`src/rtl/dac_spi_pkg.sv`:
```
// Shared types and helpers for the multi-channel SPI DAC write controller.
package dac_spi_pkg;

  // Controller states; one frame walks IDLE -> SETUP -> SHIFT -> GAP [-> LDAC] -> IDLE.
  typedef enum logic [2:0] {
    ST_IDLE  = 3'd0,
    ST_SETUP = 3'd1,
    ST_SHIFT = 3'd2,
    ST_GAP   = 3'd3,
    ST_LDAC  = 3'd4
  } state_e;

  // LDAC update policies.
  localparam int LDAC_PER_FRAME   = 0;  // pulse after every frame
  localparam int LDAC_WHEN_IDLE   = 1;  // pulse once nothing is left pending
  localparam int LDAC_TRANSPARENT = 2;  // ldac_n held low permanently

  // Widest frame the helper can assemble; callers slice down to their own width.
  localparam int FRAME_MAX_W = 32;

  // Assemble {1'b0, ch, val}. The leading zero comes for free because the caller
  // keeps only 1+CH_W+VAL_W bits and ch never reaches 2**CH_W.
  function automatic logic [FRAME_MAX_W-1:0] build_frame(input logic [7:0]  ch,
                                                         input logic [23:0] val,
                                                         input int unsigned val_w);
    logic [FRAME_MAX_W-1:0] f;
    f = ({24'd0, ch} << val_w) | {8'd0, val};
    return f;
  endfunction

endpackage

```
`src/rtl/dac_rr_pick.sv`:
```
// Combinational round-robin picker: first set request at or after ptr_i, wrapping.
module dac_rr_pick
  import dac_spi_pkg::*;
#(
  parameter int CH_NUM = 8,
  parameter int CH_W   = 3
) (
  input  logic [CH_NUM-1:0] req_i,
  input  logic [CH_W-1:0]   ptr_i,
  output logic [CH_W-1:0]   grant_o,
  output logic              any_o
);

  logic [CH_W-1:0] idx_s;

  // Scan offsets from farthest to nearest so the nearest set request wins last.
  always_comb begin
    grant_o = {CH_W{1'b0}};
    any_o   = 1'b0;
    idx_s   = {CH_W{1'b0}};
    for (int i = CH_NUM - 1; i >= 0; i--) begin
      idx_s = CH_W'((int'(ptr_i) + i) % CH_NUM);
      if (req_i[idx_s]) begin
        grant_o = idx_s;
        any_o   = 1'b1;
      end else begin
        any_o   = any_o;
      end
    end
  end

endmodule

```
`src/rtl/dac_spi_mch_ctrl.sv`:
```
// Multi-channel SPI DAC write controller: per-channel shadow registers, dirty-bit
// round-robin service, MSB-first {0, ch, value} frames and LDAC strobe policy.
module dac_spi_mch_ctrl
  import dac_spi_pkg::*;
#(
  parameter int CH_NUM    = 8,
  parameter int CH_W      = 3,
  parameter int VAL_W     = 12,
  parameter int DIV_CNT   = 20,
  parameter int CS_SETUP  = 2,
  parameter int GAP       = 10,
  parameter int LDAC_W    = 5,
  parameter int LDAC_MODE = 1
) (
  input  logic              clk,
  input  logic              rst_n,
  input  logic              wr_en,
  input  logic [CH_W-1:0]   wr_ch,
  input  logic [VAL_W-1:0]  wr_val,
  output logic              wr_err,
  output logic [CH_NUM-1:0] pending,
  output logic              busy,
  output logic              frame_done,
  output logic              sync_n,
  output logic              sclk,
  output logic              dout,
  output logic              ldac_n
);

  localparam int DATA_W = 1 + CH_W + VAL_W;
  localparam int CNT_W  = 16;
  localparam int BIT_W  = $clog2(DATA_W);

  localparam logic [CNT_W-1:0] SETUP_LAST = CNT_W'(CS_SETUP - 1);
  localparam logic [CNT_W-1:0] GAP_LAST   = CNT_W'(GAP - 1);
  localparam logic [CNT_W-1:0] LDAC_LAST  = CNT_W'(LDAC_W - 1);
  localparam logic [CNT_W-1:0] DIV_LAST   = CNT_W'(DIV_CNT - 1);
  localparam logic [CNT_W-1:0] DIV_HALF   = CNT_W'(DIV_CNT / 2);
  localparam logic [BIT_W-1:0] BIT_LAST   = BIT_W'(DATA_W - 1);
  localparam logic [CH_W-1:0]  CH_LAST    = CH_W'(CH_NUM - 1);
  localparam logic             LDAC_IDLE  = (LDAC_MODE == LDAC_TRANSPARENT) ? 1'b0 : 1'b1;

  state_e             state_q;
  logic [DATA_W-1:0]  frame_q, frame_s;
  logic [VAL_W-1:0]   shadow_q [CH_NUM];
  logic [CH_NUM-1:0]  pending_q, pending_d, clr_s, set_s;
  logic [CH_W-1:0]    ptr_q, ptr_d, grant_s;
  logic               any_s, pick_s, wr_ok_s;
  logic [CNT_W-1:0]   cnt_q, div_q, div_inc_s;
  logic [BIT_W-1:0]   bit_q;
  logic               sync_n_q, sclk_q, dout_q, ldac_n_q, busy_q, frame_done_q, wr_err_q;

  dac_rr_pick #(.CH_NUM(CH_NUM), .CH_W(CH_W)) u_pick (
    .req_i   (pending_q),
    .ptr_i   (ptr_q),
    .grant_o (grant_s),
    .any_o   (any_s)
  );

  assign wr_ok_s   = wr_en && (int'(wr_ch) < CH_NUM);
  assign pick_s    = (state_q == ST_IDLE) && any_s;
  // A same-cycle write to the picked channel re-arms it, so its new value gets its own frame.
  assign clr_s     = {{(CH_NUM-1){1'b0}}, pick_s}  << grant_s;
  assign set_s     = {{(CH_NUM-1){1'b0}}, wr_ok_s} << wr_ch;
  assign pending_d = (pending_q & ~clr_s) | set_s;
  assign ptr_d     = (grant_s == CH_LAST) ? {CH_W{1'b0}} : grant_s + CH_W'(1);
  assign frame_s   = DATA_W'(build_frame(8'(grant_s), 24'(shadow_q[grant_s]), VAL_W));
  assign div_inc_s = div_q + CNT_W'(1);

  assign wr_err     = wr_err_q;
  assign pending    = pending_q;
  assign busy       = busy_q;
  assign frame_done = frame_done_q;
  assign sync_n     = sync_n_q;
  assign sclk       = sclk_q;
  assign dout       = dout_q;
  assign ldac_n     = ldac_n_q;

  // Shadow registers hold the latest accepted value for each channel.
  always_ff @(posedge clk) begin
    if (!rst_n) begin
      for (int i = 0; i < CH_NUM; i++) shadow_q[i] <= {VAL_W{1'b0}};
    end else if (wr_ok_s) begin
      shadow_q[wr_ch] <= wr_val;
    end
  end

  // Frame sequencer: picks a dirty channel, shifts its frame out, then handles LDAC.
  always_ff @(posedge clk) begin
    if (!rst_n) begin
      state_q      <= ST_IDLE;
      frame_q      <= {DATA_W{1'b0}};
      pending_q    <= {CH_NUM{1'b0}};
      ptr_q        <= {CH_W{1'b0}};
      cnt_q        <= {CNT_W{1'b0}};
      div_q        <= {CNT_W{1'b0}};
      bit_q        <= {BIT_W{1'b0}};
      sync_n_q     <= 1'b1;
      sclk_q       <= 1'b1;
      dout_q       <= 1'b0;
      ldac_n_q     <= LDAC_IDLE;
      busy_q       <= 1'b0;
      frame_done_q <= 1'b0;
      wr_err_q     <= 1'b0;
    end else begin
      frame_done_q <= 1'b0;
      wr_err_q     <= wr_en && !wr_ok_s;
      pending_q    <= pending_d;
      case (state_q)
        ST_IDLE: begin
          if (any_s) begin
            frame_q  <= frame_s;
            ptr_q    <= ptr_d;
            cnt_q    <= {CNT_W{1'b0}};
            sync_n_q <= 1'b0;
            sclk_q   <= 1'b1;
            dout_q   <= frame_s[DATA_W-1];
            busy_q   <= 1'b1;
            state_q  <= ST_SETUP;
          end
        end
        ST_SETUP: begin
          if (cnt_q == SETUP_LAST) begin
            div_q   <= {CNT_W{1'b0}};
            bit_q   <= {BIT_W{1'b0}};
            sclk_q  <= 1'b1;
            dout_q  <= frame_q[DATA_W-1];
            state_q <= ST_SHIFT;
          end else begin
            cnt_q <= cnt_q + CNT_W'(1);
          end
        end
        ST_SHIFT: begin
          if (div_q == DIV_LAST) begin
            if (bit_q == BIT_LAST) begin
              sync_n_q     <= 1'b1;
              sclk_q       <= 1'b1;
              dout_q       <= 1'b0;
              frame_done_q <= 1'b1;
              cnt_q        <= {CNT_W{1'b0}};
              state_q      <= ST_GAP;
            end else begin
              // Next bit: shift the frame so the new MSB is the bit going out.
              div_q   <= {CNT_W{1'b0}};
              bit_q   <= bit_q + BIT_W'(1);
              sclk_q  <= 1'b1;
              dout_q  <= frame_q[DATA_W-2];
              frame_q <= {frame_q[DATA_W-2:0], 1'b0};
            end
          end else begin
            div_q  <= div_inc_s;
            sclk_q <= (div_inc_s < DIV_HALF);
          end
        end
        ST_GAP: begin
          if (cnt_q == GAP_LAST) begin
            cnt_q <= {CNT_W{1'b0}};
            if ((LDAC_MODE == LDAC_PER_FRAME) ||
                ((LDAC_MODE == LDAC_WHEN_IDLE) && (pending_q == {CH_NUM{1'b0}}))) begin
              ldac_n_q <= 1'b0;
              state_q  <= ST_LDAC;
            end else begin
              busy_q  <= 1'b0;
              state_q <= ST_IDLE;
            end
          end else begin
            cnt_q <= cnt_q + CNT_W'(1);
          end
        end
        ST_LDAC: begin
          if (cnt_q == LDAC_LAST) begin
            ldac_n_q <= LDAC_IDLE;
            busy_q   <= 1'b0;
            state_q  <= ST_IDLE;
          end else begin
            cnt_q <= cnt_q + CNT_W'(1);
          end
        end
        default: begin
          sync_n_q <= 1'b1;
          sclk_q   <= 1'b1;
          dout_q   <= 1'b0;
          ldac_n_q <= LDAC_IDLE;
          busy_q   <= 1'b0;
          state_q  <= ST_IDLE;
        end
      endcase
    end
  end

endmodule

```
`config.mk`:
```
export PLATFORM = sky130hd
export DESIGN_NAME = dac_spi_mch_ctrl
export DESIGN_NICKNAME = d
export VERILOG_FILES = /design/src/rtl/dac_spi_pkg.sv /design/src/rtl/dac_rr_pick.sv /design/src/rtl/dac_spi_mch_ctrl.sv
export SDC_FILE = /design/constraint.sdc
export NUM_CORES = 1
export LEC_CHECK = 0
export BUFFER_PORTS_ARGS = -buffer_cell sky130_fd_sc_hd__buf_2
export CAP_MARGIN = 15
export CORE_ASPECT_RATIO = 1.75
export CORE_MARGIN = 4
export CORE_UTILIZATION = 60
export CTS_CLUSTER_SIZE = 10
export DETAILED_ROUTE_END_ITERATION = 10
export GPL_TIMING_DRIVEN = 1
export HOLD_SLACK_MARGIN = 0.03
export PLACE_DENSITY = 0.85
export SLEW_MARGIN = 5
export SYNTH_ARGS = -nofsm -noshare
export SYNTH_HDL_FRONTEND = slang
export SYNTH_HIERARCHICAL = 1
export SYNTH_SLANG_ARGS = --single-unit
```
`constraint.sdc`:
```
create_clock -name clk -period 5.2 [get_ports clk]
set_clock_uncertainty 0.15 [all_clocks]
set_input_delay 0.52 -clock clk [delete_from_list [all_inputs] [get_ports clk]]
set_output_delay 0.52 -clock clk [all_outputs]
set_load 0.02 [all_outputs]
```
==> metrics.yaml <==
hpwlAfterDp_um: 14750
end_kind: "flop"
setup_viol: 0
clk_pin_slew_ps: 80
timing.final.crit_share_pct: 82.87
die_area_um2: 17080
drive_gt1_share_pct: 17.83
synthTopCellsByCount: "and2_1 (105), edfxtp_1 (96), dfxtp_1 (72), nand2_1 (71), nor2_1 (60)"
cts_buffers: 17
gr-total-overflow: 0
synth_area_leaders: "edfxtp_1 (32%), dfxtp_1 (16%), and2_1 (7.3%)"
ys_warn_count: 6
fin_crit_ps: 4309
grt_pass1_vias: 6976
max-slew-margin-rel_pct: 20.84
worst_setup_path_start_kind: "flop"
leakage_nw: 3.502
synth_cells: 832
intPower_mw: 2.969
fp-row-count: 58
io_pins: 33
crit_arrival_ps: 4450
hold_violations: 0
slowest_stage: "mux2_2"
dr.pass1.iters: 5
multiInputGateArea_um2: 4383
nFillCells: 1084
grt_max_degree: 39
clk_latency_ps: 440
cts_resized: 0
cp_cell_sequence: "inv_1 -> ha_1 -> mux4_1 -> mux2_4 -> o21ai_2 -> a31oi_1 -> o21bai_1 -> mux2_2 -> mux4_2 -> mux2i_1 -> nand2_1 -> o211ai_1 -> a21oi_1"
synth.most_common_cell: "and2_1"
die_w_um: 100.5
wl_per_cell_um: 21.22
seq_area_um2: 4324
drtAntennaViolNets: 0
p_sw_share_pct: 38.70
grt_pass1_wl_um: 35960
path_class: "reg -> reg"
die_h_um: 169.9
p_sw_mw: 1.874
detail_route.vias_per_cell: 6.562
min_path_type: "in -> reg"
holdWs_ps: 284.4
worst-path-buf-inv: 1
pwr-share-seq_pct: 33.2
grt_antenna_before_repair: 0
track_usage_pct: 27.34
min_path_cells: 2
yosysSeqAreaShare_pct: 48.12
nets: 872
clockPowerShare_pct: 25.6
path_delay_family: "multiplexers"
root_buffer: "clkbuf_16"
power.density_nw_per_um2: 491.3
max_stage_delay_ps: 870
cts.path.max_buffers: 2
initial_utilization_pct: 61.91
slew_viol_final: 0
tightest_slew_ps: 1183
cts_sinks: 168
combPwrFrac_pct: 41.2
diodes: 0
post-synth-top-area-cell: "edfxtp_1"
max_cap_viol_count: 0
synth.distinct_cells: 79
postCtsSetupBuffers: 0
netlist.area_leader.share_pct: 32.08
drt_first_iter_violations: 553
cp_num_cells: 13
cts_tree: "built"
ff2ff_path_depth: 13
outcome: "complete, no violations"
post_synth.cell_area_avg_um2: 10.80
design.core.area_um2: 14510
ys_ff_latch: 168
ys.flop_type: "edfxtp_1"
finalWirelength_um: 22030
ir_drop_v: 0.0003333
async_flop_share_pct: 0
io_buffer_count: 31
area_growth_pct: 9.691
vias: 6811
synth-edff-count: 96
fin_total_pwr_mw: 4.842
synth_nets: 859
grt_setup_unrepaired: "no"
syn_area_um2: 8986
htree_levels: 4
fmax_mhz: 232.1
crit_required_ps: 5340
drc: 0
worstPathMaxFanout: 32
fin_tns_setup_ps: 0
cts_hold_buf: 0
gp_congestion: 0.9313
-- area by class of cell --
cell class / instances / area share, %
flip-flops and latches: 168 / 43.87
inverters: 14 / 0.5331
multi-input cells: 597 / 44.47
clock inverters: 14 / 1.625
clock buffers: 18 / 4.354
well taps: 180 / 2.285
repair buffers: 47 / 2.869
-- worst reg2reg max path, cell delays in order, from the launching register on --
cell	delay [ps]
dfxtp_1	330
inv_1	110
ha_1	490
mux4_1	440
mux2_4	320
o21ai_2	130
a31oi_1	90
o21bai_1	150
mux2_2	870
mux4_2	640
mux2i_1	180
nand2_1	80
o211ai_1	110
a21oi_1	100
-- kinds of logic after synthesis --
family | Yosys count | synth area share (%)
adder cells (fa/ha/maj) | 9 | 1.253
XOR/XNOR | 28 | 2.729
flip-flops | 168 | 48.12
buffers and inverters | 67 | 3.425
multiplexers | 60 | 11.77
AND/OR/NAND/NOR | 354 | 21.72
AO/OA/AOI/OAI | 145 | 10.94
other | 1 | 0.04173
-- cells in the final DEF, fill, tap and decap left out, drive strengths merged, types with 18 or more instances in the layout --
cell,n
a21oi,40
and2,105
buf,47
clkbuf,18
dfxtp,72
edfxtp,96
inv,19
mux2i,19
mux4,34
nand2,72
nand3,34
nor2,62
nor3,24
o21ai,30
xnor2,19
-- through the flow --
step	instances	worst slack [ps]	utilization, %	cell area (um^2)
2_1_floorplan	832	1182	-	8986
3_3_place_gp	1004	1047	63.70	9245
3_5_place_dp	1004	874.9	63.70	9245
4_1_cts	1036	811.7	67.76	9834
5_1_grt	1038	582.5	67.91	9857
6_report	1038	890.7	67.91	9857
-- worst paths after layout --
check,start,to,slack (ps)
max reg2reg,ptr_q[1],frame_q[9],890
min reg2reg,frame_q[15],frame_q[15],310
max,ptr_q[1],frame_q[9],890
min,wr_val[0],shadow_q[5][0],280
-- sequential cells by signal (all words and copies together), names as in the netlist --
signal and cells:
frame_done 1, shadow_q 96, div_q 16, frame_q 16, sync_n 1, sclk 1
busy 1, ldac_n 1, dout 1, ptr_q 3, cnt_q 16, state_q 3
pending 8, bit_q 4
-- power groups by stage --
stage | clock network [mW] | logic [mW] | registers [mW]
after floorplan | 0 | 1.56 | 1.60
after global routing | 1.31 | 2.16 | 1.62
final | 1.24 | 1.99 | 1.61
after CTS | 1.25 | 1.96 | 1.60
after global placement | 0 | 1.86 | 1.62
after detailed placement | 0 | 1.93 | 1.63
-- routing by layer --
metal / GRT usage (%) / up-vias / part of all wire [%]
li1: - / 3097 / -
met1: 30.24 / 3376 / 35
met2: 49.28 / 282 / 56
met3: 4.676 / 56 / 6.1
met4: 14.43 / 0 / 3.3
met5: 0 / - / 0
(Power assumes the default switching activity.)
